`src/rtl/scan_chain_controller.sv`:
```
// scan_chain_controller: loads a pattern into a mux-D scan chain, captures once, unloads and compares under a mask
module scan_chain_controller #(
    parameter int CHAIN_LEN = 8,
    parameter int CNT_W     = 4
) (
    input  logic                 clk,
    input  logic                 reset,
    input  logic                 start,
    input  logic [CHAIN_LEN-1:0] pattern,
    input  logic [CHAIN_LEN-1:0] expected,
    input  logic [CHAIN_LEN-1:0] mask,
    output logic                 scan_se,
    output logic                 scan_si,
    input  logic                 scan_so,
    output logic                 busy,
    output logic                 done,
    output logic                 pass,
    output logic [CHAIN_LEN-1:0] captured
);
    typedef enum logic [2:0] {IDLE, SHIFT_IN, CAPTURE, SHIFT_OUT, DONE} state_t;
    state_t               state_q, state_d;
    logic [CNT_W-1:0]     cnt_q, cnt_d;
    logic [CHAIN_LEN-1:0] pat_q, pat_d, exp_q, exp_d, mask_q, mask_d, cap_q, cap_d;
    logic                 se_q, se_d, si_q, si_d, busy_q, busy_d, done_q, done_d, pass_q, pass_d;
    logic                 last;
    logic [CHAIN_LEN-1:0] cap_shift;
    assign last      = cnt_q == CNT_W'(CHAIN_LEN - 1);
    assign cap_shift = {cap_q[CHAIN_LEN-2:0], scan_so};
    assign scan_se   = se_q;
    assign scan_si   = si_q;
    assign busy      = busy_q;
    assign done      = done_q;
    assign pass      = pass_q;
    assign captured  = cap_q;
    // Sequence control: pat_q holds the not-yet-sent bits MSB first; cap_q fills MSB first from scan_so
    always_comb begin
        state_d = state_q;
        cnt_d   = cnt_q;
        pat_d   = pat_q;
        exp_d   = exp_q;
        mask_d  = mask_q;
        cap_d   = cap_q;
        se_d    = se_q;
        si_d    = si_q;
        busy_d  = busy_q;
        done_d  = 1'b0;
        pass_d  = pass_q;
        case (state_q)
            IDLE: if (start) begin
                state_d = SHIFT_IN;
                pat_d   = {pattern[CHAIN_LEN-2:0], 1'b0};
                exp_d   = expected;
                mask_d  = mask;
                si_d    = pattern[CHAIN_LEN-1];
                se_d    = 1'b1;
                busy_d  = 1'b1;
                pass_d  = 1'b0;
                cap_d   = '0;
                cnt_d   = '0;
            end
            SHIFT_IN: begin
                pat_d   = {pat_q[CHAIN_LEN-2:0], 1'b0};
                state_d = last ? CAPTURE : SHIFT_IN;
                se_d    = !last;
                si_d    = last ? 1'b0 : pat_q[CHAIN_LEN-1];
                cnt_d   = last ? '0 : cnt_q + CNT_W'(1);
            end
            CAPTURE: begin
                state_d = SHIFT_OUT;
                se_d    = 1'b1;
            end
            SHIFT_OUT: begin
                cap_d   = cap_shift;
                state_d = last ? DONE : SHIFT_OUT;
                se_d    = !last;
                busy_d  = !last;
                done_d  = last;
                pass_d  = last ? (((cap_shift ^ exp_q) & ~mask_q) == '0) : pass_q;
                cnt_d   = last ? '0 : cnt_q + CNT_W'(1);
            end
            DONE:    state_d = IDLE;
            default: state_d = IDLE;
        endcase
    end
    // State and output registers, cleared immediately on reset
    always_ff @(posedge clk or posedge reset) begin
        if (reset) begin
            state_q <= IDLE;
            cnt_q   <= '0;
            pat_q   <= '0;
            exp_q   <= '0;
            mask_q  <= '0;
            cap_q   <= '0;
            se_q    <= 1'b0;
            si_q    <= 1'b0;
            busy_q  <= 1'b0;
            done_q  <= 1'b0;
            pass_q  <= 1'b0;
        end else begin
            state_q <= state_d;
            cnt_q   <= cnt_d;
            pat_q   <= pat_d;
            exp_q   <= exp_d;
            mask_q  <= mask_d;
            cap_q   <= cap_d;
            se_q    <= se_d;
            si_q    <= si_d;
            busy_q  <= busy_d;
            done_q  <= done_d;
            pass_q  <= pass_d;
        end
    end
endmodule

```
`config.mk`:
```
export PLATFORM = sky130hd
export DESIGN_NAME = scan_chain_controller
export DESIGN_NICKNAME = d
export VERILOG_FILES = /design/src/rtl/scan_chain_controller.sv
export SDC_FILE = /design/constraint.sdc
export NUM_CORES = 1
export LEC_CHECK = 0
export CAP_MARGIN = 10
export CORE_AREA = 4 4 81 68
export CTS_BUF_LIST = sky130_fd_sc_hd__clkbuf_8
export CTS_CLUSTER_SIZE = 10
export DETAILED_ROUTE_END_ITERATION = 16
export DIE_AREA = 0 0 85 72
export GPL_ROUTABILITY_DRIVEN = 0
export MAX_ROUTING_LAYER = met4
export PLACE_DENSITY = 0.72
export SLEW_MARGIN = 20
export SYNTH_ARGS = -nofsm -noshare
export SYNTH_HDL_FRONTEND = slang
export SYNTH_SLANG_ARGS = --single-unit
```
`constraint.sdc`:
```
create_clock -name clk -period 2.4 [get_ports clk]
set_clock_uncertainty 0.15 [all_clocks]
set_input_delay 0.48 -clock clk [delete_from_list [all_inputs] [get_ports clk]]
set_output_delay 0.48 -clock clk [all_outputs]
set_load 0.05 [all_outputs]
```
==> flow_results.org, run 1 <==
** Setup path
- At the worst endpoint, the arrival time is 1.58 ns.
- Setup slack of the most critical reg-to-reg path :: 0.67 ns
- Type of the worst setup path :: reg -> out
- Worst path depth :: 1
- Broken down by cell family, the worst path's largest delay share belongs to buffers and inverters.
- On the critical path, the stage with the largest delay is an instance of sky130_fd_sc_hd__clkdlybuf4s50_1.
- Buffers and inverters on the worst path :: 1
- Reg2Reg Depth :: 4
- Maximum fanout along the worst path :: 4
- Traced cell by cell, the critical path runs through clkdlybuf4s50_1.
- The worst setup path is captured at an output port.
- Maximum single-stage delay on the critical path :: 0.84 ns
- The worst setup path is launched from a flop.
- Critical Path RT :: 1.77 ns

** Placed design
- HPWL after DPL :: 2474 microns
- Placed standard-cell area :: 2313 sq um
- Count of input and output buffers :: 40

** Job
- Max-cap violations in this run came to 0.

** Finish
- Fraction of layout instances using a drive strength above 1 :: 0.1495
- Area growth, synth to finish :: 32.12%
- For this run, the post-layout net count is 222.
- Diodes inserted :: 0
- Highest-count cells in the layout ignoring fill and taps :: 43 x sky130_fd_sc_hd__dfrtp_1, 40 x sky130_fd_sc_hd__clkdlybuf4s50_1, 16 x sky130_fd_sc_hd__nand2_1, 16 x sky130_fd_sc_hd__mux2_2, 10 x sky130_fd_sc_hd__nor2_1
- Most common library cell in the layout ignoring fill and taps :: sky130_fd_sc_hd__dfrtp_1
- With fillers left out, the area of the finished cells amounts to 2414 sq um.

** Timing
- The clock period could shrink to 2.211 ns.
- Maximum clock rate :: 0.4523 GHz
- Final setup violation count :: 0
- Measured against its own limit, the worst slew margin works out to 0.6516.
- Final TNS setup :: 0 ns
- The number of slew-limit violations in the final report came to 0.
- In the finished design, the share of the clock period the worst path needs comes to 0.9211.
- At the pin with the least slew margin, the transition time is 0.5225 ns.
- The final number of hold-violating endpoints was 0.
- Unrepaired setup endpoints after global routing :: no

** Route
- After detailed routing, the number of vias per cell comes to 4.973.
- Post-Route WL :: 3542 microns
- In the final routed layout, each cell accounts on average for 13.84 microns.
- In this run, the number of DRC markers left after iteration 0 of detailed routing was 78.
- The detailed router placed 1,273 vias in this run.
- Detailed-router iteration count before antenna repair :: 4
- # DRC :: 0
- The detail route stage leaves a number of antenna-violating nets equal to 0.

** Clock network
- The clock passes through at most 2 buffers.
- Clock tree synthesis found a total of 43 sinks.
- Hold buffer count at cts :: 0
- Number of CTS-inserted buffers :: 5
- At the later pin of the worst-skew pair, clock insertion delay measures 0.29 ns.
- CTS tree :: yes
- Clock-pin slew on the worst setup and hold paths :: 0.08 ns
- Post-CTS timing repair inserted 0 buffers for setup.
- The tree is rooted in a sky130_fd_sc_hd__clkbuf_8.
- Quantity of gates resized following cts :: 0
- The H-tree generated during clock tree synthesis spans 2 levels.

** Status
- The flow ran to the end, and the final reports show no timing, DRC or antenna violations.

** Logic synthesis
- Commonest register cell after synthesis :: sky130_fd_sc_hd__dfrtp_1
- After synthesis, the share of flip-flops with an asynchronous set or reset is 1.000.
- Share of the synthesized area in compound gates (AO/OA/AOI/OAI) :: 0.1144
- Share of synthesized cell area in and, or, nand and nor gates :: 0.1219
- Of the total synthesized cell area, the portion taken by full adders, half adders and majority gates is 0.006849.
- Synthesized area :: 1827 sq um
- Yosys printed 0 warnings.
- Synth cell types :: 29
- Fraction of synthesized area in multiplexers :: 0.1041
- Counting flops and latches in the post-synthesis netlist gives 43.
- Dividing the synthesized area by the synthesized cell count gives 12.43 sq um.
- Synth Instances :: 147
- Post-Synthesis Net Count :: 176
- By area, the combinational part of the netlist is dominated by simple AND/OR/NAND/NOR gates.
- For this run, the register share of the synthesized area comes to 0.5890.
- Of the total synthesized cell area, the portion taken by XOR and XNOR cells is 0.04315.
- Yosys mapped a number of flops with a built-in enable equal to 0.

** Power
- Summing internal, switching and leakage power gives 3.066 mW.
- Static leakage power :: 1.027 nW
- Of the total power, the clock network draws 0.159.
- Highest ir drop seen on vdd :: 0.7196 mV
- The internal portion of the total power is 1.902 mW.
- Of the total power, combinational logic draws 0.421.
- Power dissipated by switching net loads :: 1.164 mW
- Of the total power, registers draw 0.419.
- Of the total power, the share spent switching nets is 0.3797.
- For this design the ratio of total power to cell area is 1270 nW/um^2.

** Floorplanning
- Initial standard-cell utilization of the core :: 0.3801
- Pin placement for this block handled 41 I/O pins.
- Die boundary height :: 72 microns
- The die covers 6120 sq um.
- Core box area :: 4806 sq um
- Rows :: 23
- Horizontal extent of the die :: 85 microns

** GRT
- Summed over all layers, the global routing overflow is 0.
- First-pass GRT wire length :: 6127 microns
- Antenna violations before repair :: 0
- The number of global-route vias before repair is 1,303.
- Maximum number of pins on one net before global-route repair :: 44
- Across every metal layer, demand over resource in global routing totals 0.1320.

** Worst hold path
- Counting instances, the worst hold path has a depth of 2.
- The tightest min-delay check is of the reg -> reg type.
-- power by group through the flow --
stage / combinational, mW / sequential [mW] / clock, mW
6_report: 1.29 / 1.28 / 0.489
5_1_grt: 1.43 / 1.33 / 0.535
4_1_cts: 1.31 / 1.29 / 0.511
3_5_place_dp: 1.30 / 1.30 / 0
3_3_place_gp: 1.28 / 1.29 / 0
2_1_floorplan: 0.690 / 1.50 / 0
-- final timing paths --
check                                             start                       to
min in group asynchronous                         reset     pat_q[6]$_DFFE_PP0P_
worst max-delay path            captured[1]$_DFFE_PP0P_              captured[1]
worst min-delay path               pat_q[3]$_DFFE_PP0P_     pat_q[3]$_DFFE_PP0P_
max in group asynchronous                         reset     cnt_q[2]$_DFFE_PP0P_
worst min register to register     pat_q[3]$_DFFE_PP0P_     pat_q[3]$_DFFE_PP0P_
worst max register to register   state_q[2]$_DFFE_PP0P_  captured[6]$_DFFE_PP0P_
-- cell type report --
class	count	area, sq um
Multi-Input combinational cell	98	713.2
Inverter	1	3.754
Timing Repair Buffer	44	442.9
Sequential cell	43	1076
Clock buffer	7	96.34
Clock inverter	1	3.754
Fill cell	442	2392
Tap cell	62	77.57
-- per-layer routing --
metal  vias to the layer above  global-route usage  part of all wire
met2                        29              0.1931              0.46
met4                         0             0.05800             0.019
met3                         7             0.03178             0.043
li1                        614                   -                 -
met5                         -                   -                 0
met1                       623              0.1754              0.48
-- cell families (layout without fill, tap and decap cells) --
kind of cell             after synthesis  in the layout
buffers and inverters                  6             53
AND/OR/NAND/NOR                       42             42
XOR/XNOR                               9              9
adder cells (fa/ha/maj)                1              1
multiplexers                          17             17
AO/OA/AOI/OAI                         29             29
flip-flops                            43             43
-- flip-flops by register name (all words and copies together), names as in the netlist --
signal and flops:
done 1, state_q 3, scan_se 1, exp_q 8, busy 1, scan_si 1, cnt_q 4, pat_q 7
mask_q 8, captured 8, pass 1
-- cells in the mapped netlist (all sizes together), types with 3 or more instances --
| library cell | number | area [sq um] |
|---|---|---|
| a22o | 9 | 78.83 |
| nor2 | 10 | 37.54 |
| and2 | 4 | 25.02 |
| nor3 | 3 | 15.01 |
| buf | 3 | 26.27 |
| mux2 | 16 | 180.2 |
| o22ai | 4 | 25.02 |
| dfrtp | 43 | 1076 |
| nand2 | 16 | 60.06 |
| o21ai | 5 | 25.02 |
| xnor2 | 8 | 70.07 |
| a22oi | 6 | 45.04 |
-- per-stage QoR --
stage / hold slack, ns / utilization / setup slack (ns) / cells
floorplan: 0.2896 / - / 0.7673 / 147
global placement: 0.3100 / 0.4814 / 0.3100 / 248
detailed placement: 0.3137 / 0.4814 / 0.2922 / 248
CTS: 0.3338 / 0.5022 / 0.1722 / 256
global route: 0.3500 / 0.5022 / 0.1219 / 256
finish: 0.3278 / 0.5022 / 0.1893 / 256
(Power assumes the default switching activity.)
==> run 2: changes to the inputs <==
CORE_AREA = 4 4 70 59   (was 4 4 81 68)
DIE_AREA = 0 0 74 63   (was 0 0 85 72)
PLACE_DENSITY = 0.92   (was 0.72)
==> run 2 against run 1 <==
Effect of this change:
- clock power rose by 4.1%
- routed wire length rose by 8.2%
- worst hold slack gained 0.0097 ns
- setup slack worse by 0.0053 ns
- critical path type unchanged
- combinational power about the same
- first-iteration DRC count fell by 13%
- flip-flop and latch count stayed put
- non-clock buffer count fell by 1
==> flow_results.org, run 2 (synthesis gave the netlist of run 1 again) <==
** Status
- Run status :: complete, no violations

** Finish
- Fill cell total of the finished layout :: 234 (-47%)
- The net count reported at finish was 221 (-0.45%).
- Area growth, synth to finish :: 29.86%
- Number of cells in the finished layout apart from fillers :: 235 (-8.2%)
- The number of antenna diodes was 0 (unchanged).
- The library cells used most frequently in the layout, excluding fill and tap cells, are 43 x sky130_fd_sc_hd__dfrtp_1, 40 x sky130_fd_sc_hd__clkdlybuf4s50_1, 16 x sky130_fd_sc_hd__nand2_1, 16 x sky130_fd_sc_hd__mux2_2, 10 x sky130_fd_sc_hd__nor2_1.
- Fraction of layout instances using a drive strength above 1 :: 0.1503 (+0.0007745)
- Leaving out fill and tap cells, the most frequent cell in the layout is sky130_fd_sc_hd__dfrtp_1.
- Design Area, Final :: 2372 sq um (-1.7%)
- Register area :: 1076 sq um (unchanged)
- Footprint of the multi-input gates :: 713.2 sq um (unchanged)

** Setup path
- The critical-path maximum fanout is 4 (unchanged).
- Critical-path cell list :: clkdlybuf4s50_1
- Critical path data arrival time :: 1.59 ns (about the same)
- The critical path in this run is classified as reg -> out.
- The count of buffering cells on the critical path with inverters included came to 1 (unchanged).
- Maximum single-stage delay on the critical path :: 0.85 ns (about the same)
- STA classifies the critical path startpoint as a flop.
- CP top delay family :: buffers and inverters
- The data required time at the worst endpoint is 1.77 ns (about the same).
- Crit. End Element :: output port
- Among all stages on the critical path, the largest delay is contributed by sky130_fd_sc_hd__clkdlybuf4s50_1.

** Timing
- Final count of pins violating max slew :: 0 (unchanged)
- The headroom to the max-slew limit was 0.5896 (-0.06206).
- The achievable frequency was 0.4513 GHz (-0.24%).
- Setup repair after global routing left no endpoint under its margin.
- Actual transition at the worst max-transition pin :: 0.6129 ns (+0.09041 ns)
- The final setup violation count is 0 (unchanged).
- The final number of hold-violating endpoints came to 0 (unchanged).
- The shortest period the worst path allows came to 2.216 ns (+0.005321 ns).
- Final TNS setup :: 0 ns (unchanged)
- Crit share post-route :: 0.9233 (+0.002217)

** Route
- The average wire length per cell after detail routing is 16.30 microns (+18%).
- Detail-routed via count per cell :: 5.596 (+13%)
- Detailed-router iteration count before antenna repair :: 4 (unchanged)
- Total via count after detailed routing :: 1,315 (+3.3%)
- The number of antenna-violating nets in the routed design came to 0 (unchanged).
- The DRC violations left is 0 (unchanged).
- Post-Route WL :: 3831 microns (+8.2%)
- Starting DRC count in detailed routing :: 68 (-13%)

** Clock network
- Clock-pin slew on the worst setup and hold paths :: 0.08 ns (about the same)
- The count of hold buffers inserted by post-cts repair is 0 (unchanged).
- The tree is rooted in a sky130_fd_sc_hd__clkbuf_8.
- The number of buffers inserted during clock tree synthesis came to 5 (unchanged).
- CTS tree :: yes
- # H-tree levels :: 2 (unchanged)
- The number of sinks on the clock net came to 43 (unchanged).
- The number of setup buffers added after CTS is 0 (unchanged).
- The clock insertion delay at the later pin of the skew report is 0.30 ns (about the same).
- Quantity of gates resized following cts :: 0 (unchanged)
- The maximum buffer depth of the clock tree was 2 (unchanged).

** Placed design
- The detailed placement HPWL is 2769 microns (+12%).
- Placed standard-cell area :: 2268 sq um (-1.9%)
- The number of buffers inserted by port buffering is 40 (unchanged).
- Total placed cells including tap cells :: 227 (-8.5%)

** Floorplanning
- The chip height was 63 microns (-13%).
- The area enclosed by the die boundary is 4662 sq um (-24%).
- Rows :: 19 (-17%)
- Core box area :: 3400 sq um (-29%)
- Initial standard-cell utilization of the core :: 0.5374 (+0.1572)
- Horizontal extent of the die :: 74 microns (-13%)
- The number of placed I/O pins is 41 (unchanged).

** GRT
- Number of global-route vias before repair :: 1,328 (+1.9%)
- Remaining Overflow, GRT :: 0 (unchanged)
- The number of antenna violations at the first check in global routing was 0 (unchanged).
- The largest net degree at the start of global routing is 44 (unchanged).
- The global-route total usage across every layer came to 0.1856 (+0.05367).
- First-pass GRT wire length :: 6279 microns (+2.5%)

** Power
- Highest ir drop seen on vdd :: 0.7789 mV (+8.2%)
- The leakage power figure was 1.015 nW (-1.2%).
- The total power divided by cell area is 1301 nW/um^2 (+2.4%).

** Job
- # Max-Cap Violations :: 0 (unchanged)

** Worst hold path
- Path category of the worst min-delay check :: reg -> reg
==> run 2: final cells by class <==
cell class	count	share of cell area
inverters	1	0.001582
multi-input cells	98	0.3006
repair buffers	43	0.1783
well taps	42	0.02215
clock inverters	1	0.003165
flip-flops and latches	43	0.4536
clock buffers	7	0.04061
==> run 2: tightest hold or removal path: stages, from the launching register on <==
cell                      delay (ns)
sky130_fd_sc_hd__dfrtp_1        0.35
sky130_fd_sc_hd__nand2_1        0.05
sky130_fd_sc_hd__nand2_1        0.05
==> run 2: worst paths after layout <==
| kind | slack (ns) | cells after the start | start | to |
|---|---|---|---|---|
| min in group asynchronous | 0.46 | 3 | reset | scan_si$_DFFE_PP0P_ |
| min | 0.34 | 2 | pat_q[7]$_DFFE_PP0P_ | pat_q[7]$_DFFE_PP0P_ |
| max in group asynchronous | 1.29 | 3 | reset | captured[2]$_DFFE_PP0P_ |
| max reg2reg | 0.56 | 5 | state_q[0]$_DFFE_PP0P_ | cnt_q[3]$_DFFE_PP0P_ |
| min reg2reg | 0.34 | 2 | pat_q[7]$_DFFE_PP0P_ | pat_q[7]$_DFFE_PP0P_ |
| max | 0.18 | 1 | captured[3]$_DFFE_PP0P_ | captured[3] |
==> run 2: power breakdown <==
| group | switching [mW] | internal, mW | total, mW |
|---|---|---|---|
| logic | 0.698 | 0.580 | 1.28 |
| registers | 0.262 | 1.04 | 1.30 |
| clock network | 0.247 | 0.262 | 0.509 |
| total | 1.21 | 1.88 | 3.09 |
==> run 2: through the flow <==
| stage | setup slack (ns) | utilization | total power [mW] | hold slack (ns) |
|---|---|---|---|---|
| after floorplan | 0.7673 | - | 2.190 | 0.2896 |
| after CTS | 0.1834 | 0.6978 | 3.102 | 0.3374 |
| final | 0.1840 | 0.6978 | 3.087 | 0.3375 |
| after global routing | 0.1481 | 0.6978 | 3.284 | 0.3734 |
| after detailed placement | 0.1690 | 0.6673 | 2.589 | 0.3202 |
| after global placement | 0.2766 | 0.6673 | 2.502 | 0.3042 |
==> run 2: routing by layer <==
layer	global-route usage	routed length (microns)
met5	-	0
met2	0.2754	1814
met3	0.06431	241
met4	0.06109	58
met1	0.2372	1717
